<file path="config.mk">
export PLATFORM = sky130hd
export DESIGN_NAME = vga_rx_decoder
export DESIGN_NICKNAME = d
export VERILOG_FILES = /design/src/rtl/vga_timing_pkg.sv /design/src/rtl/vga_sync_edge.sv /design/src/rtl/vga_rx_decoder.sv
export SDC_FILE = /design/constraint.sdc
export NUM_CORES = 1
export LEC_CHECK = 0
export CORE_MARGIN = 1.5
export CORE_UTILIZATION = 45
export DETAILED_ROUTE_END_ITERATION = 16
export DONT_BUFFER_PORTS = 1
export PLACE_DENSITY = 0.71
export SLEW_MARGIN = 10
export SYNTH_ARGS = -nofsm -noshare
export SYNTH_HDL_FRONTEND = slang
export SYNTH_HIERARCHICAL = 1
export SYNTH_SLANG_ARGS = --single-unit
</file>
<file path="constraint.sdc">
create_clock -name pclk -period 3.76 [get_ports pclk]
set_input_delay 0.752 -clock pclk [delete_from_list [all_inputs] [get_ports pclk]]
set_output_delay 0.752 -clock pclk [all_outputs]
set_load 0.1 [all_outputs]
</file>
<file path="src/rtl/vga_timing_pkg.sv">
// Shared 800x600@60 (40 MHz pclk) timing constants and lock-FSM state encoding
// for the VGA timer and the receive-side decoder.
package vga_timing_pkg;

  localparam int unsigned VGA_H_TOTAL  = 1056;
  localparam int unsigned VGA_H_SYNC   = 128;
  localparam int unsigned VGA_H_BP     = 88;
  localparam int unsigned VGA_H_ACTIVE = 800;
  localparam int unsigned VGA_V_TOTAL  = 628;
  localparam int unsigned VGA_V_SYNC   = 4;
  localparam int unsigned VGA_V_BP     = 23;
  localparam int unsigned VGA_V_ACTIVE = 600;
  localparam logic        VGA_SYNC_POL = 1'b1;

  localparam int unsigned H_ACT_START = VGA_H_SYNC + VGA_H_BP;  // 216
  localparam int unsigned V_ACT_START = VGA_V_SYNC + VGA_V_BP;  // 27

  typedef logic [1:0] state_t;
  localparam state_t HUNT    = 2'd0;
  localparam state_t MEASURE = 2'd1;
  localparam state_t LOCKED  = 2'd2;

endpackage

</file>
<file path="src/rtl/vga_sync_edge.sv">
// Registers one sync input and pulses for one cycle when it enters its active level.
module vga_sync_edge #(
  parameter logic POL = 1'b1
) (
  input  logic clk,
  input  logic rst,
  input  logic sync_in,
  output logic pulse
);

  logic sync_q;
  logic sync_prev;

  // Reset to the inactive level so a released reset does not fake an edge.
  always_ff @(posedge clk) begin
    if (rst) begin
      sync_q    <= ~POL;
      sync_prev <= ~POL;
    end else begin
      sync_q    <= sync_in;
      sync_prev <= sync_q;
    end
  end

  assign pulse = (sync_q == POL) && (sync_prev != POL);

endmodule

</file>
<file path="src/rtl/vga_rx_decoder.sv">
// VGA sink: recovers pixel coordinates from sync edges, verifies frame timing,
// exposes locked active pixels and captures the colour at a probe coordinate.
module vga_rx_decoder
  import vga_timing_pkg::*;
#(
  parameter int unsigned H_TOTAL  = VGA_H_TOTAL,
  parameter int unsigned H_SYNC   = VGA_H_SYNC,
  parameter int unsigned H_BP     = VGA_H_BP,
  parameter int unsigned H_ACTIVE = VGA_H_ACTIVE,
  parameter int unsigned V_TOTAL  = VGA_V_TOTAL,
  parameter int unsigned V_SYNC   = VGA_V_SYNC,
  parameter int unsigned V_BP     = VGA_V_BP,
  parameter int unsigned V_ACTIVE = VGA_V_ACTIVE,
  parameter logic        SYNC_POL = VGA_SYNC_POL
) (
  input  logic        pclk,
  input  logic        rst,
  input  logic        hs_in,
  input  logic        vs_in,
  input  logic [11:0] rgb_in,
  input  logic [10:0] probe_x,
  input  logic [10:0] probe_y,
  output logic        locked,
  output logic        frame_start,
  output logic        pix_valid,
  output logic [10:0] pix_x,
  output logic [10:0] pix_y,
  output logic [11:0] pix_rgb,
  output logic [11:0] probe_rgb,
  output logic        probe_valid,
  output logic [7:0]  err_count
);

  localparam int unsigned H_START = H_SYNC + H_BP;
  localparam int unsigned V_START = V_SYNC + V_BP;

  logic        hs_edge, vs_edge;
  logic [11:0] rgb_q, rgb_d;
  logic [10:0] hcnt, vcnt;
  state_t      state, state_n;
  logic        skip_first, skip_n, err_inc;
  logic        sat, len_bad, line_bad, frame_bad;
  logic        active, show, probe_hit;
  logic [10:0] x_n, y_n;

  vga_sync_edge #(.POL(SYNC_POL)) u_hs (.clk(pclk), .rst(rst), .sync_in(hs_in), .pulse(hs_edge));
  vga_sync_edge #(.POL(SYNC_POL)) u_vs (.clk(pclk), .rst(rst), .sync_in(vs_in), .pulse(vs_edge));

  // Colour takes two stages so it lines up with hcnt, which restarts one cycle after the edge.
  always_ff @(posedge pclk) begin
    if (rst) begin
      rgb_q <= '0;
      rgb_d <= '0;
    end else begin
      rgb_q <= rgb_in;
      rgb_d <= rgb_q;
    end
  end

  always_ff @(posedge pclk) begin
    if (rst) begin
      hcnt <= '0;
      vcnt <= '0;
    end else begin
      if (hs_edge)         hcnt <= '0;
      else if (hcnt != '1) hcnt <= hcnt + 11'd1;
      if (vs_edge)                    vcnt <= '0;
      else if (hs_edge && vcnt != '1) vcnt <= vcnt + 11'd1;
    end
  end

  assign sat       = (hcnt == '1);
  assign len_bad   = hs_edge && (({1'b0, hcnt} + 12'd1) != 12'(H_TOTAL))
                     && !((state == MEASURE) && skip_first);
  assign line_bad  = len_bad || sat;
  assign frame_bad = vs_edge && (({1'b0, vcnt} + 12'd1) != 12'(V_TOTAL));

  always_comb begin
    state_n = state;
    skip_n  = skip_first;
    err_inc = 1'b0;
    case (state)
      HUNT: begin
        if (vs_edge) begin
          state_n = MEASURE;
          skip_n  = 1'b1;
        end
      end
      MEASURE: begin
        if (hs_edge) skip_n = 1'b0;
        if (line_bad) begin
          state_n = HUNT;
        end else if (vs_edge) begin
          // A short/long frame restarts the measurement rather than dropping to HUNT.
          state_n = frame_bad ? MEASURE : LOCKED;
          skip_n  = frame_bad;
        end
      end
      LOCKED: begin
        if (line_bad || frame_bad) begin
          state_n = HUNT;
          err_inc = 1'b1;
        end
      end
      default: state_n = HUNT;
    endcase
  end

  always_ff @(posedge pclk) begin
    if (rst) begin
      state      <= HUNT;
      skip_first <= 1'b0;
      err_count  <= '0;
    end else begin
      state      <= state_n;
      skip_first <= skip_n;
      if (err_inc && err_count != '1) err_count <= err_count + 8'd1;
    end
  end

  assign locked = (state == LOCKED);

  assign active = (hcnt >= 11'(H_START)) && (hcnt < 11'(H_START + H_ACTIVE)) &&
                  (vcnt >= 11'(V_START)) && (vcnt < 11'(V_START + V_ACTIVE));
  assign x_n       = hcnt - 11'(H_START);
  assign y_n       = vcnt - 11'(V_START);
  assign show      = locked && active;
  assign probe_hit = show && (x_n == probe_x) && (y_n == probe_y);

  always_ff @(posedge pclk) begin
    if (rst) begin
      pix_valid   <= 1'b0;
      frame_start <= 1'b0;
      probe_valid <= 1'b0;
      pix_x       <= '0;
      pix_y       <= '0;
      pix_rgb     <= '0;
      probe_rgb   <= '0;
    end else begin
      pix_valid   <= show;
      frame_start <= show && (x_n == '0) && (y_n == '0);
      probe_valid <= probe_hit;
      if (show) begin
        pix_x   <= x_n;
        pix_y   <= y_n;
        pix_rgb <= rgb_d;
      end
      if (probe_hit) probe_rgb <= rgb_d;
    end
  end

endmodule

</file>
==> results.json <==
{
  "drt-wirelength-per-cell_um": 17.9,
  "hpwl_um": 9320,
  "cts_hold_buf": 0,
  "synth_top_area_cell": "dfxtp_1",
  "critPathCaptureType": "register",
  "clk_latency_ps": 350,
  "drc": 0,
  "syn_area_per_cell_sq_um": 9.17,
  "post_cts_buffers": 0,
  "finalCritPeriodShare": 0.858,
  "setup_tns_ps": 0,
  "cts-resized-gates": 0,
  "internal_power_w": 0.00182,
  "synth_fp_nets": 620,
  "ys_types": 69,
  "setup_slack_ps": 535,
  "antenna_found_initial": 0,
  "pwr-share-clk": 0.445,
  "grt_pass1_wl_um": 20300,
  "hp-start": "rgb_q[3]",
  "cts_made_buffers": 9,
  "initial_core_util": 0.463,
  "swShare": 0.213,
  "reg2reg_depth": 8,
  "relSlewSlack": 0.325,
  "peakVddDrop_mv": 0.264,
  "drt_iter0_markers": 280,
  "path_clk_slew_ps": 70,
  "synth_area_leaders": "dfxtp_1, xnor2_1, mux2i_1",
  "totalWireLength_um": 12700,
  "cp.required_ps": 4050,
  "core_region_area_sq_mm": 0.0114,
  "path_buf_inv": 0,
  "vias_per_cell": 5.62,
  "synthesis.area_sq_mm": 0.00528,
  "yosysWarnings": 6,
  "tightest_slew_ps": 1010,
  "cp.arrival_ps": 3510,
  "async_reset_ff_frac": 0,
  "worstPathMaxFanout": 13,
  "pwr_density_cell_mw_per_mm2": 405,
  "synth_top_flop_cell": "dfxtp_1",
  "dp_cells": 691,
  "final_common_cell": "dfxtp_1",
  "fin_skew_ps": 6.29,
  "fin_nets": 603,
  "ys_seq_area_frac": 0.417,
  "synth_top_family_by_area": "simple AND/OR/NAND/NOR gates",
  "n_antenna_cell": 0,
  "grt_max_degree": 91,
  "io_pins": 96,
  "rrSetupSlack_ps": 530,
  "hold-path-cell-count": 1,
  "synth-simple-area-share": 0.221,
  "drt_pre_antenna_iters": 5,
  "cp-start-kind": "register",
  "slew_violations": 0,
  "crit_path_top_delay_cell": "dfxtp_1",
  "synthMuxAreaShare": 0.0531,
  "finalSetupViolations": 0,
  "slowest_delay_ps": 590,
  "status": "finished, final reports clean",
  "critPathTopFamily": "simple AND/OR/NAND/NOR gates",
  "p_switching_w": 0.000490,
  "die_x_um": 111,
  "path_class": "reg -> reg",
  "place_ws_ps": 559,
  "synth_cells": 576,
  "synth_xor_area_frac": 0.100,
  "drive_gt1_frac": 0.0869,
  "globalplace.congestion": 0.921,
  "synth_top_area_share": 0.417,
  "io_buffers": 0,
  "r2r-end": "probe_rgb[7]",
  "final_cell_count_no_fill": 707,
  "rsz0062_at_grt": "no",
  "htree_num_levels": 3,
  "cts_tree": "yes",
  "synthAdderAreaFrac": 0.0142,
  "synth-seq-cells": 110,
  "die-area_sq_mm": 0.0124,
  "worstHoldEndpoint": "rgb_d[3]",
  "row_count": 39,
  "final_cell_mix": "dfxtp_1, nor2_1, xnor2_1",
  "grt-ovfl-total": 0,
  "hold_path.class": "reg -> reg",
  "drtAntennaViolNets": 0,
  "p_leak_nw": 1.96,
  "p_comb_frac": 0.035,
  "min_period_ps": 3230,
  "rr_startpoint": "vcnt[0]",
  "grt_pass1_vias": 3783,
  "synth_compound_area_frac": 0.137,
  "cts_root_buffer": "clkbuf_16",
  "die_height_um": 111,
  "cts.sink_count": 110,
  "hold_viol": 0,
  "route.vias.total": 3974,
  "gr-usage-all-layers": 0.206,
  "crit_chain": "ha_1, o211a_4, nor2_4, xnor2_1, or4_4, nor4_4, or4b_1, a21oi_1",
  "maxCapViolations": 0,
  "area_growth_pct": 7.72,
  "fmax_ghz": 0.310,
  "power_frac_seq": 0.520,
  "synth-edff-count": 0,
  "clockBufferDepth": 2
}
## synthesized netlist by cell type, drive strengths merged (10+ instances only)
| cell | number |
|---|---|
| dfxtp | 110 |
| nor2 | 66 |
| nor2b | 34 |
| xnor2 | 33 |
| a21oi | 29 |
| mux2i | 28 |
| inv | 26 |
| buf | 25 |
| xor2 | 19 |
| clkbuf | 18 |
| nand2 | 18 |
| o21ai | 16 |
| nand3 | 13 |
| o41ai | 12 |
| or4b | 12 |
| a211oi | 11 |
| nand4 | 10 |
## worst reg2reg max path: stages, from the launching register on
cell	delay, ps
dfxtp_1	590
ha_1	410
o211a_4	240
nor2_4	50
xnor2_1	120
or4_4	530
nor4_4	560
or4b_1	510
a21oi_1	150
## worst max-delay path by stage
| stage | from | endpoint | cells after the start |
|---|---|---|---|
| 4_1_cts | vcnt[0] | probe_rgb[3] | 8 |
| 6_report | vcnt[0] | probe_rgb[7] | 8 |
| 3_5_place_dp | vcnt[0] | probe_rgb[4] | 8 |
| 3_3_place_gp | vcnt[0] | probe_rgb[10] | 8 |
| 2_1_floorplan | vcnt[0] | probe_rgb[10] | 9 |
| 5_1_grt | vcnt[0] | probe_rgb[11] | 8 |
## layout make-up
cell class	count	area (sq um)
Fill cell	1046	5730
Multi-Input combinational cell	397	2780
Sequential cell	110	2200
Clock buffer	11	233
Tap cell	143	179
Timing Repair Buffer	15	113
Inverter	26	97.6
Clock inverter	5	88.8
## state kept, by name, summed over array words and instances, names as in the netlist, 2 cells and up
signal,cells
pix_y,11
hcnt,11
pix_rgb,12
rgb_q,12
rgb_d,12
state,2
err_count,8
pix_x,11
vcnt,11
probe_rgb,12
## layer usage
layer  up-vias  track usage  share of wire
met5         -            0              0
met4         0       0.0574          0.011
met3        11       0.0604          0.082
met2       112        0.320           0.46
met1      1859        0.279           0.45
li1       1992            -              -
## logic make-up after synthesis
| family | count (synthesis) |
|---|---|
| and+or+nand+nor | 203 |
| DFF | 110 |
| AOI/OAI and AO/OA | 105 |
| buffers and inverters | 69 |
| xor gates and xnor gates | 55 |
| muxes | 28 |
| adders and majority gates | 6 |
## metrics by stage
| stage | area [sq um] | utilization | hold slack (ps) | power [W] |
|---|---|---|---|---|
| after floorplan | 5280 | - | 414 | 0.00130 |
| after global placement | 5370 | 0.470 | 425 | 0.00130 |
| after detailed placement | 5370 | 0.470 | 423 | 0.00131 |
| after CTS | 5690 | 0.498 | 438 | 0.00233 |
| after global routing | 5690 | 0.498 | 455 | 0.00238 |
| final | 5690 | 0.498 | 432 | 0.00231 |
## power by group through the flow
stage,Combinational [W],Clock (W),Sequential [W]
2_1_floorplan,0.0000804,0,0.00122
3_3_place_gp,0.0000799,0,0.00122
3_5_place_dp,0.0000816,0,0.00123
4_1_cts,0.0000820,0.00105,0.00120
5_1_grt,0.0000906,0.00109,0.00120
6_report,0.0000812,0.00103,0.00120
Note: power is estimated with default switching activity, not from simulation.
